### src/rtl/exp_fsmd_param.sv
// Exponent FSMD: result_o = a_i ** n_i mod 2**WIDTH, with a sticky overflow flag and a go/done handshake.
// Define FAST_EXP_EN for LSB-first square-and-multiply; by default the exponent is worked off one multiply per cycle.
module exp_fsmd_param #(
    parameter int WIDTH     = 6,
    parameter int EXP_WIDTH = 6
) (
    input  logic                 clk,
    input  logic                 rst,
    input  logic                 go_i,
    input  logic [WIDTH-1:0]     a_i,
    input  logic [EXP_WIDTH-1:0] n_i,
    output logic [WIDTH-1:0]     result_o,
    output logic                 done_o,
    output logic                 busy_o,
    output logic                 ovf_o,
    output logic [1:0]           state_o
);

    // Handshake: go_i is a level request sampled only in IDLE. The sampling edge
    // captures a_i/n_i and raises busy_o. done_o pulses for one cycle on the edge
    // that updates result_o/ovf_o. The FSM then waits in HOLD until go_i drops,
    // so a held go_i produces exactly one run.
    typedef enum logic [1:0] {
        S_IDLE = 2'd0,
        S_CALC = 2'd1,
        S_HOLD = 2'd2
    } state_t;

    state_t               state_q;
    logic [WIDTH-1:0]     acc_q;
    logic [WIDTH-1:0]     base_q;
    logic [EXP_WIDTH-1:0] n_q;
    logic                 ovf_acc_q;
    logic [WIDTH-1:0]     result_q;
    logic                 done_q;
    logic                 busy_q;
    logic                 ovf_q;

    logic [2*WIDTH-1:0]   mul_full;

    always_comb begin
        mul_full = {{WIDTH{1'b0}}, acc_q} * {{WIDTH{1'b0}}, base_q};
    end

`ifdef FAST_EXP_EN
    logic               base_ovf_q;
    logic [2*WIDTH-1:0] sq_full;

    always_comb begin
        sq_full = {{WIDTH{1'b0}}, base_q} * {{WIDTH{1'b0}}, base_q};
    end
`endif

    always_ff @(posedge clk) begin
        if (rst) begin
            state_q   <= S_IDLE;
            acc_q     <= {{(WIDTH-1){1'b0}}, 1'b1};
            base_q    <= '0;
            n_q       <= '0;
            ovf_acc_q <= 1'b0;
            result_q  <= '0;
            done_q    <= 1'b0;
            busy_q    <= 1'b0;
            ovf_q     <= 1'b0;
`ifdef FAST_EXP_EN
            base_ovf_q <= 1'b0;
`endif
        end else begin
            case (state_q)
                S_IDLE: begin
                    done_q <= 1'b0;
                    if (go_i) begin
                        acc_q     <= {{(WIDTH-1){1'b0}}, 1'b1};
                        base_q    <= a_i;
                        n_q       <= n_i;
                        ovf_acc_q <= 1'b0;
                        busy_q    <= 1'b1;
`ifdef FAST_EXP_EN
                        base_ovf_q <= 1'b0;
`endif
                        state_q   <= S_CALC;
                    end
                end
                S_CALC: begin
                    if (n_q == '0) begin
                        result_q <= acc_q;
                        ovf_q    <= ovf_acc_q;
                        done_q   <= 1'b1;
                        busy_q   <= 1'b0;
                        state_q  <= S_HOLD;
                    end else begin
`ifdef FAST_EXP_EN
                        // A squared base that overflowed only matters once it is multiplied in.
                        if (n_q[0]) begin
                            acc_q     <= mul_full[WIDTH-1:0];
                            ovf_acc_q <= ovf_acc_q | (|mul_full[2*WIDTH-1:WIDTH]) | base_ovf_q;
                        end
                        base_q     <= sq_full[WIDTH-1:0];
                        base_ovf_q <= base_ovf_q | (|sq_full[2*WIDTH-1:WIDTH]);
                        n_q        <= n_q >> 1;
`else
                        acc_q     <= mul_full[WIDTH-1:0];
                        ovf_acc_q <= ovf_acc_q | (|mul_full[2*WIDTH-1:WIDTH]);
                        n_q       <= n_q - {{(EXP_WIDTH-1){1'b0}}, 1'b1};
`endif
                    end
                end
                S_HOLD: begin
                    done_q <= 1'b0;
                    if (!go_i) begin
                        state_q <= S_IDLE;
                    end
                end
                default: begin
                    done_q  <= 1'b0;
                    busy_q  <= 1'b0;
                    state_q <= S_IDLE;
                end
            endcase
        end
    end

    assign result_o = result_q;
    assign done_o   = done_q;
    assign busy_o   = busy_q;
    assign ovf_o    = ovf_q;
    assign state_o  = state_q;

endmodule

### config.mk
export PLATFORM = sky130hd
export DESIGN_NAME = exp_fsmd_param
export DESIGN_NICKNAME = d
export VERILOG_FILES = /design/src/rtl/exp_fsmd_param.sv
export SDC_FILE = /design/constraint.sdc
export NUM_CORES = 1
export LEC_CHECK = 0
export ABC_AREA = 1
export BUFFER_PORTS_ARGS = -buffer_cell sky130_fd_sc_hd__buf_4
export CAP_MARGIN = 20
export CORE_ASPECT_RATIO = 0.5
export CORE_MARGIN = 2
export CORE_UTILIZATION = 55
export DETAILED_ROUTE_END_ITERATION = 8
export PLACE_DENSITY = 0.75
export SLEW_MARGIN = 5
export SYNTH_ARGS = -nofsm -noshare
export SYNTH_HDL_FRONTEND = slang
export SYNTH_SLANG_ARGS = --single-unit
### constraint.sdc
create_clock -name clk -period 4.7 [get_ports clk]
set_input_delay 0.94 -clock clk [delete_from_list [all_inputs] [get_ports clk]]
set_output_delay 0.94 -clock clk [all_outputs]
set_load 0.1 [all_outputs]
=== Word level (Yosys, flattened, before mapping) ===
Cells that the tools add are included.

* Add/subtract/negate cells: 1
* Multiply operators: 1
* Equal/unequal tests: 6
* Muxes and demuxes: 16
* Bitwise gates (word level): 3
* Reductions and logical operators: 10

{| class="wikitable"
|+ Operator list
! cell !! number
|-
| $mux W6 || 4
|-
| $pmux W6 S2 || 2
|-
| $mul A6 B6 Y12 || 1
|-
| $reduce_and A3 Y1 || 3
|-
| $ne A2 B2 Y1 const B || 4
|-
| $logic_not A6 Y1 || 1
|-
| $mux W2 || 3
|-
| $pmux W2 S3 || 1
|-
| $reduce_or A6 Y1 || 1
|-
| $sub A6 B1 Y6 const B || 1
|-
| $mux W1 || 4
|-
| $reduce_and A2 Y1 || 2
|-
| $pmux W1 S3 || 1
|-
| $eq A2 B1 Y1 const B || 1
|-
| $eq A2 B2 Y1 const B || 1
|-
| $logic_not A2 Y1 || 1
|-
| $not A1 Y1 || 2
|-
| $pmux W1 S2 || 1
|-
| $reduce_bool A2 Y1 || 1
|-
| $reduce_or A2 Y1 || 1
|-
| $or A1 B1 Y1 || 1
|}

* Flip-flop bits (word level): 30
* Bits of input ports: 15
* Output and inout port bits: 11
* Word-level logic and storage cells: 46

=== Logic depth before layout (Yosys ltp) ===
Gate-level depths: netlist of run 1.

* Depth in word-level cells: 5
* Depth in mapped cells: 20
* Mapped depth without buffers: 19

=== Worst setup path before layout of run 1 ===
OpenSTA, ideal clock, no wires.

* Kind: reg2reg
* Start point: register acc_q[2]
* End point: register ovf_acc_q
* Setup time: 114 ps
* Arrival time: 3225 ps
* Required time: 4586 ps
* Setup slack: 1361 ps
* Stages on the path, launching flop included: 17
* Path buffers: 1
* Clock period less this slack: 3339 ps
* Cell sequence: dfxtp_1 clkbuf_1 nand2_1 fa_1 fa_1 fa_1 inv_1 ha_1 or2_4 nand3b_1 nand2_1 nor2_1 nand2_1 nor2_1 nand2_1 nand2_1 a21oi_2

* Word-level cells in the longest chain between the ends: 5

{| class="wikitable"
|+ Ends and longest elaborated chain
! item !! line !! text
|-
| start: declaration || 30 || <nowiki>logic [WIDTH-1:0] acc_q;</nowiki>
|-
| start signal: assignment || 57 || <nowiki>acc_q <= {{(WIDTH-1){1'b0}}, 1'b1};</nowiki>
|-
| start signal: assignment || 73 || <nowiki>acc_q <= {{(WIDTH-1){1'b0}}, 1'b1};</nowiki>
|-
| start signal: assignment || 102 || <nowiki>acc_q <= mul_full[WIDTH-1:0];</nowiki>
|-
| $mul A6 B6 Y12 || 42 || <nowiki>mul_full = {{WIDTH{1'b0}}, acc_q} * {{WIDTH{1'b0}}, base_q};</nowiki>
|-
| $reduce_or A6 Y1 || 103 || <nowiki>ovf_acc_q <= ovf_acc_q | (|mul_full[2*WIDTH-1:WIDTH]);</nowiki>
|-
| $or A1 B1 Y1 || 103 ||
|-
| $mux W1 || 85 || <nowiki>if (n_q == '0) begin</nowiki>
|-
| $pmux W1 S2 || 69 || <nowiki>case (state_q)</nowiki>
|-
| end signal: assignment || 103 ||
|-
| end: declaration || 33 || <nowiki>logic ovf_acc_q;</nowiki>
|}

Every way passes these cells. The select of a mux whose other input is x is not followed.
A chain may end at the register's enable or synchronous reset.

=== Worst setup path after layout of run 1 ===
* Start point: register acc_q[1]
* End point: register ovf_acc_q

The elaborated chain is that of the path after synthesis.

==> summary.md, run 1 <==
| Metric | Value |
|---|---|
| Run status | complete, no violations |
| Number of cells traversed by the worst register-to-register path | 15 |
| Maximum achievable frequency | between 200 and 300 MHz |
| Antenna cells | 0 |
| Critical path's most frequent cell | nand2_1 |
| Area growth from synthesis to layout | 11.8% |
| Post-Synthesis Cell Area | between 0.002 and 0.003 mm² |
| Floorplan die width | about 100 µm |
| Capturing instance or port of the critical path | ovf_acc_q$_SDFFE_PP0P_ |
| Crit path max fanout | 7 |
| Max Clock Skew | around 0.0071 ns |
| Leakage component of the power | 1.53 nW |
| Slowest stage cell on the critical path | fa_1 |
| Cts hold-fix bufs | 0 |
| Kind of start point of the critical path | flop |
| Worst Path Required | just under 5 ns |
| Number of DRC violations after detailed routing | 0 |
| Endpoint of the lowest-slack register-to-register path | ovf_acc_q$_SDFFE_PP0P_ |
| Die area | between 0.005 and 0.006 mm² |
| Number of buffers added by the clock tree synthesis step | 5 |
| Setup slack of the worst register-to-register path | approximately 1.1 ns |
| Total grt overflow | 0 |
| Fin Setup TNS | 0 ns |
| Finish-stage setup viols | 0 |
| Row count | 17 |
| Gates resized, CTS repair | 0 |
| Final Hold Fails | 0 |
| Final Routed Wirelength | between 5 and 6 mm |
| CTS tree | yes |
| Rel. slew slack | between 40 and 50% |
| TritonCTS sink count | 30 |
| Fin crit share | 75.9% |
| Util after Layout | roughly 64% |
| Type of element capturing the critical path | flop |
| Switching power share of the total | 45.3% |
| Unrepaired setup endpoints after global routing | no |
| Worst r2r src | acc_q[1]$_SDFFE_PP0P_ |
| Number of global-route vias before repair | around 2100 |
| Detailed placement HPWL | between 4 and 5 mm |
| Critical Path AT | about 3.8 ns |
| Routed length per placed instance | 12.6 µm |
| Overall via count from detail_route | roughly 2100 |
| Pin count of the biggest net entering global routing | 22 |
| RePlAce Congestion | a little under 0.9 |
| Drt via density | approximately 5.1 |
| Drt first pass iters | 4 |
| DRC violation total after the first TritonRoute iteration | approximately 120 |
| Floorplan Core Area | 0.00442 mm² |
| Clock power frac | 21.8% |
| Clock latency of the later-clocked register in the worst-skew pair | approximately 0.28 ns |
| Average footprint of a synthesized cell | about 7.6 µm² |
| Type of the worst min-delay path | flop to flop |
| Portion of total power attributed to sequential cells | between 30% and 40% |
| Setup Buffers After CTS | 0 |
| Max Cap Violations | 0 |
| Post-synthesis instance total | 337 |
| Largest stage delay on the critical path | about 0.54 ns |
| Count of unique library cells instantiated by Yosys | 35 |
| Internal power | roughly 0.55 mW |
| Post-detailed-route count of antenna-violating nets | 0 |
| Register area share after synthesis | 23.6% |
| Synthesized Nets | ~390 |
| Share of final-layout standard cells stronger than drive strength 1 | about 18% |
| Die H | 52.1 µm |
| Switching power | 0.455 mW |
| Final count of pins violating max slew | 0 |
| GRT met3 Usage | roughly 4.6% |
| Maximum resistive drop on vdd | approximately 0.31 mV |
| Count of warnings emitted by yosys | 0 |
| Clock period minus final worst setup slack | ~3.6 ns |
| IO buf count | 25 |
| Clock-pin slew reported for the worst setup and hold paths after clock tree synthesis | 0.07 ns |
| Ordered cell list for the critical path | nand2_1 > fa_1 > fa_1 > fa_1 > inv_1 > ha_1 > or2_4 > nand3_1 > nand2_1 > nand2_1 > nand3_1 > nor2_1 > nand2_1 > nand2_1 > a21oi_2 |
| FILL cells | between 300 and 400 |
| Critical Path Source | acc_q[1]$_SDFFE_PP0P_ |
| Wire length of the first global-routing pass | between 9 and 10 mm |
| Clock root buffer master | clkbuf_8 |
| Count of state elements after synthesis | 30 |
| Logic pwr share | 44.2% |
| Global routing's busiest layer | met2 |
| All-layer global routing usage | 23.4% |
| Starting density of the core | a little under three fifths |
| Maximum level of the CTS H-tree | 2 |
| Maximum clock insertion buffer count | 2 |
| Initial antenna violation count | 0 |
| Ports | 26 |
| Transition time at the pin with the least slew margin | 0.880 ns |
| Power density cells | ~350 mW/mm² |
| Met2 routing resource usage after global routing | a little over two fifths |
| Number of nets in the final layout | about 420 |
| Category of the critical setup timing path | flop to flop |
| Met1 Resource Use GR | just under 30% |
synthesized netlist by cell type, drive strengths merged:
cell     n  share of area (%)
nand3b   1               0.29
clkbuf   4               0.74
nand3   20                4.1
a21oi   12                2.9
or2      2               0.59
o211ai   1               0.49
nor2    37                6.6
nand2   82                 15
inv     70                 11
o22ai    7                2.7
buf      3                1.2
dfxtp   30                 24
xor2     1               0.34
mux2i    1               0.39
ha      22                 11
o21ai   26                6.0
fa      17                 13
nand4    1               0.49
sequential cells by signal, summed over array words and instances, names as in the netlist:
| register | count |
|---|---|
| ovf_acc_q | 1 |
| base_q | 6 |
| ovf_o | 1 |
| busy_o | 1 |
| done_o | 1 |
| acc_q | 6 |
| result_o | 6 |
| n_q | 6 |
| state_o | 2 |
final cells by class:
class	count	area, µm²	area share (%)
clock buffer	7	86.3	3.03
tap	57	71.3	2.50
clock inverter	1	5.00	0.176
inverter	70	273	9.57
sequential	30	601	21.1
multi-input combinational	230	1630	57.0
timing repair buffer	25	188	6.59
worst max-delay path, delay by kind of cell, from the launching register on:
family	cells	cell delay [ns]
buffers and inverters	1	0.04
DFF	1	0.49
and+or+nand+nor	9	0.96
AOI/OAI and AO/OA	1	0.05
adders and majority gates	4	1.92
stage by stage:
| stage | cells | instance area, µm² | setup WS, ns | total power, mW | hold slack [ns] |
|---|---|---|---|---|---|
| finish | 420 | 2850 | 1.13 | 1.00 | 0.518 |
| global route | 420 | 2850 | 0.870 | 1.07 | 0.545 |
| CTS | 420 | 2850 | 1.11 | 1.00 | 0.517 |
| detailed placement | 412 | 2760 | 1.13 | 0.788 | 0.500 |
| global placement | 412 | 2760 | 1.16 | 0.778 | 0.490 |
| floorplan | 337 | 2550 | 1.36 | 0.698 | 0.455 |
power by group through the flow:
stage | Clock (mW) | Sequential [mW] | Combinational, mW
finish | 0.219 | 0.341 | 0.443
global route | 0.235 | 0.347 | 0.489
CTS | 0.218 | 0.340 | 0.445
detailed placement | 0 | 0.345 | 0.442
global placement | 0 | 0.344 | 0.434
floorplan | 0 | 0.436 | 0.263
cells in the final DEF (no fill, tap or decap), types with 2 or more instances in the layout:
cell / instances
clkbuf_8: 6
nor2_2: 2
o22ai_2: 4
dfxtp_1: 30
inv_2: 2
nand2_1: 76
o21ai_0: 15
nand2_8: 3
inv_1: 66
nor2_1: 33
ha_1: 22
buf_4: 25
o21ai_1: 5
fa_1: 17
nand2_4: 2
nand3_1: 19
a21oi_1: 8
o22ai_1: 3
a21oi_2: 4
o21ai_2: 6
worst min-delay path by stage:
stage	from	to	slack, ns	cells past startpoint
final	result_o[4]$_SDFFE_PP0P_	result_o[4]$_SDFFE_PP0P_	0.52	2
after global placement	result_o[2]$_SDFFE_PP0P_	result_o[2]$_SDFFE_PP0P_	0.49	2
after detailed placement	result_o[0]$_SDFFE_PP0P_	result_o[0]$_SDFFE_PP0P_	0.50	2
after global routing	result_o[0]$_SDFFE_PP0P_	result_o[0]$_SDFFE_PP0P_	0.54	2
after CTS	result_o[0]$_SDFFE_PP0P_	result_o[0]$_SDFFE_PP0P_	0.52	2
after floorplan	ovf_acc_q$_SDFFE_PP0P_	ovf_o$_SDFFE_PP0P_	0.45	2
per-layer routing:
layer / vias up / part of all wire [%]
met2: 46 / 47
met1: 976 / 48
li1: 1097 / -
met5: - / 0
met3: 9 / 3.5
met4: 0 / 1.4
cell families after synthesis:
| group | share of synthesized area [%] |
|---|---|
| and+or+nand+nor | 26.8 |
| buffers and inverters | 12.6 |
| AOI/OAI and AO/OA | 12.1 |
| adders and majority gates | 24.2 |
| DFF | 23.6 |
| xor gates and xnor gates | 0.344 |
| muxes | 0.393 |
No activity file was read; power rests on OpenSTA's default activity.
==> inputs of run 2 (changes only) <==
CORE_UTILIZATION = 54   (was 55)
PLACE_DENSITY = 0.77   (was 0.75)
clock period = 3.22 ns   (was 4.7 ns; I/O delays follow)
==> run 2 against run 1 <==
The flow now finishes with violations (negative setup slack). Die area is 1.7% higher. Critical path type unchanged. First-iteration DRC count is 1.7% higher. Final area is 13% higher. Clock skew is 0.00067 ns lower.
==> summary.md, run 2 (synthesis gave the netlist of run 1 again) <==
| Metric | Value |
|---|---|
| Unrepaired setup endpoints after global routing | yes |
| Clock latency of the later-clocked register in the worst-skew pair | between 0.2 and 0.3 ns |
| Routed length per placed instance | ~14 µm |
| Share of final-layout standard cells stronger than drive strength 1 | between 30% and 40% |
| Critical path's most frequent cell | nand2_1 |
| Max Clock Skew | between 0.006 and 0.007 ns |
| Util after Layout | just over 70% |
| Detailed placement HPWL | 4.51 mm |
| Fin crit share | 102% |
| Critical Path Source | acc_q[2]$_SDFFE_PP0P_ |
| Leakage component of the power | 1.64 nW |
| Rel. slew slack | 43.5% |
| Slowest stage cell on the critical path | fa_1 |
| Clock period minus final worst setup slack | between 3 and 4 ns |
| Number of global-route vias before repair | 2169 |
| Hold Path Origin | result_o[2]$_SDFFE_PP0P_ |
| Number of buffers added by the clock tree synthesis step | 5 |
| Antenna cells | 0 |
| Max Cap Violations | 0 |
| Maximum resistive drop on vdd | 0.416 mV |
| Cts hold-fix bufs | 0 |
| Ordered cell list for the critical path | nand2_1 > fa_1 > inv_1 > fa_1 > fa_1 > ha_4 > nand2_1 > nand2_1 > a21oi_1 > nand2_1 > nand2_1 > nand2_1 > nor2_1 > nand2_1 > nand2_1 > a21oi_2 |
| Largest stage delay on the critical path | 0.56 ns |
| Placed Instances | around 430 |
| Worst r2r src | acc_q[2]$_SDFFE_PP0P_ |
| Wire length of the first global-routing pass | just under 10 mm |
| Run status | finished, violations left |
| Floorplan die width | 101 µm |
| Starting density of the core | 57.0% |
| Area growth from synthesis to layout | 26.1% |
| Finish-stage setup viols | 1 |
| Setup slack of the worst register-to-register path | -0.06 ns |
| Transition time at the pin with the least slew margin | 0.846 ns |
| FILL cells | between 300 and 400 |
| Critical path buffer and inverter count | 1 |
| Critical Path AT | 3.45 ns |
| Most common cell after layout, fill and taps aside | nand2_1 |
| DRC violation total after the first TritonRoute iteration | around 120 |
| Pin count of the biggest net entering global routing | 22 |
| Die area | 0.00532 mm² |
| Type of the worst min-delay path | flop to flop |
| Worst Path Required | around 3.4 ns |
| Kind of start point of the critical path | flop |
| Pre-CTS setup slack | -0.191 ns |
| Post-layout instance count excluding filler cells | 445 |
| Violations in the final reports | negative setup slack |
| Die H | ~53 µm |
| Number of cells on the worst hold path | 2 |
| Maximum clock insertion buffer count | 2 |
| Number of DRC violations after detailed routing | 0 |
| Endpoint of the worst hold path | result_o[2]$_SDFFE_PP0P_ |
| Final Hold Fails | 0 |
| Row count | 17 |
| Maximum achievable frequency | roughly 310 MHz |
| Clock root buffer master | clkbuf_8 |
| Floorplan Core Area | about 0.0045 mm² |
| IO buf count | 25 |
| Min setup slack post-route | -0.0551 ns |
| Number of cells traversed by the worst register-to-register path | 16 |
| RePlAce Congestion | roughly 0.86 |
| Number of nets in the final layout | around 440 |
| Maximum level of the CTS H-tree | 2 |
| Overall via count from detail_route | 2317 |
| Family with the most delay on the worst path | adder cells |
| Type of element capturing the critical path | flop |
| Worst Hold Slack | around 0.51 ns |
| Category of the critical setup timing path | flop to flop |
| Drt first pass iters | 5 |
| Drt via density | approximately 5.2 |
| Total grt overflow | 0 |
| Final Routed Wirelength | between 6 and 7 mm |
| Initial antenna violation count | 0 |
| All-layer global routing usage | between 20% and 30% |
| TritonCTS sink count | 30 |
| Power density cells | between 400 and 500 mW/mm² |
| Post-detailed-route count of antenna-violating nets | 0 |
| Total design power | roughly 1.6 mW |
| Clock-pin slew reported for the worst setup and hold paths after clock tree synthesis | approximately 0.060 ns |
| Commonest non-fill, non-tap cells in the layout | nand2_1 (66), inv_1 (59), buf_4 (48), nor2_1 (32), dfxtp_1 (19) |
| Ports | 26 |
| CTS tree | yes |
| Final count of pins violating max slew | 0 |
| Crit path max fanout | 5 |
| Endpoint of the lowest-slack register-to-register path | ovf_acc_q$_SDFFE_PP0P_ |
run 2: worst register-to-register path, cell delays in order (launching register included):
cell     delay, ns
dfxtp_2       0.37
nand2_1       0.10
fa_1          0.54
inv_1         0.05
fa_1          0.56
fa_1          0.46
ha_4          0.28
nand2_1       0.08
nand2_1       0.07
a21oi_1       0.22
nand2_1       0.08
nand2_1       0.06
nand2_1       0.04
nor2_1        0.08
nand2_1       0.06
nand2_1       0.07
a21oi_2       0.05
run 2: stage by stage:
stage          area (µm²)  TNS [ns]
2_1_floorplan        2550         0
3_3_place_gp         2910    -0.112
3_5_place_dp         2910    -0.191
4_1_cts              3090         0
5_1_grt              3210    -0.213
6_report             3210   -0.0551
run 2: power breakdown:
part           switching (mW)  internal [mW]  total, mW
sequential             0.0550          0.433      0.488
clock                   0.139          0.172      0.311
combinational           0.501          0.271      0.772
total                   0.695          0.876       1.57
run 2: worst max path at each step:
stage,to,cells past startpoint
floorplan,ovf_acc_q$_SDFFE_PP0P_,15
global placement,ovf_acc_q$_SDFFE_PP0P_,17
detailed placement,ovf_acc_q$_SDFFE_PP0P_,16
CTS,ovf_acc_q$_SDFFE_PP0P_,17
global route,ovf_acc_q$_SDFFE_PP0P_,16
finish,ovf_acc_q$_SDFFE_PP0P_,16
run 2: repair_timing:
item	CTS	global route
pin swaps	12	20
buffers inserted	0	5
gates resized for setup	23	29
setup endpoints to repair	1	1
run 2: cell type report:
cell class                      count  area (µm²)  share of cell area, %
Clock buffer                        7        86.3                   2.69
Multi-Input combinational cell    230        1770                   54.9
Clock inverter                      1        5.00                  0.156
Tap cell                           57        71.3                   2.22
Timing Repair Buffer               50         383                   11.9
Inverter                           70         273                   8.49
Sequential cell                    30         629                   19.6
run 2: routing by layer:
metal	up-vias	wire (µm)	GRT usage (%)
met3	11	270	4.53
met2	72	3200	43.4
li1	1147	-	-
met1	1087	2680	29.4
met4	0	92	6.98
met5	-	0	0
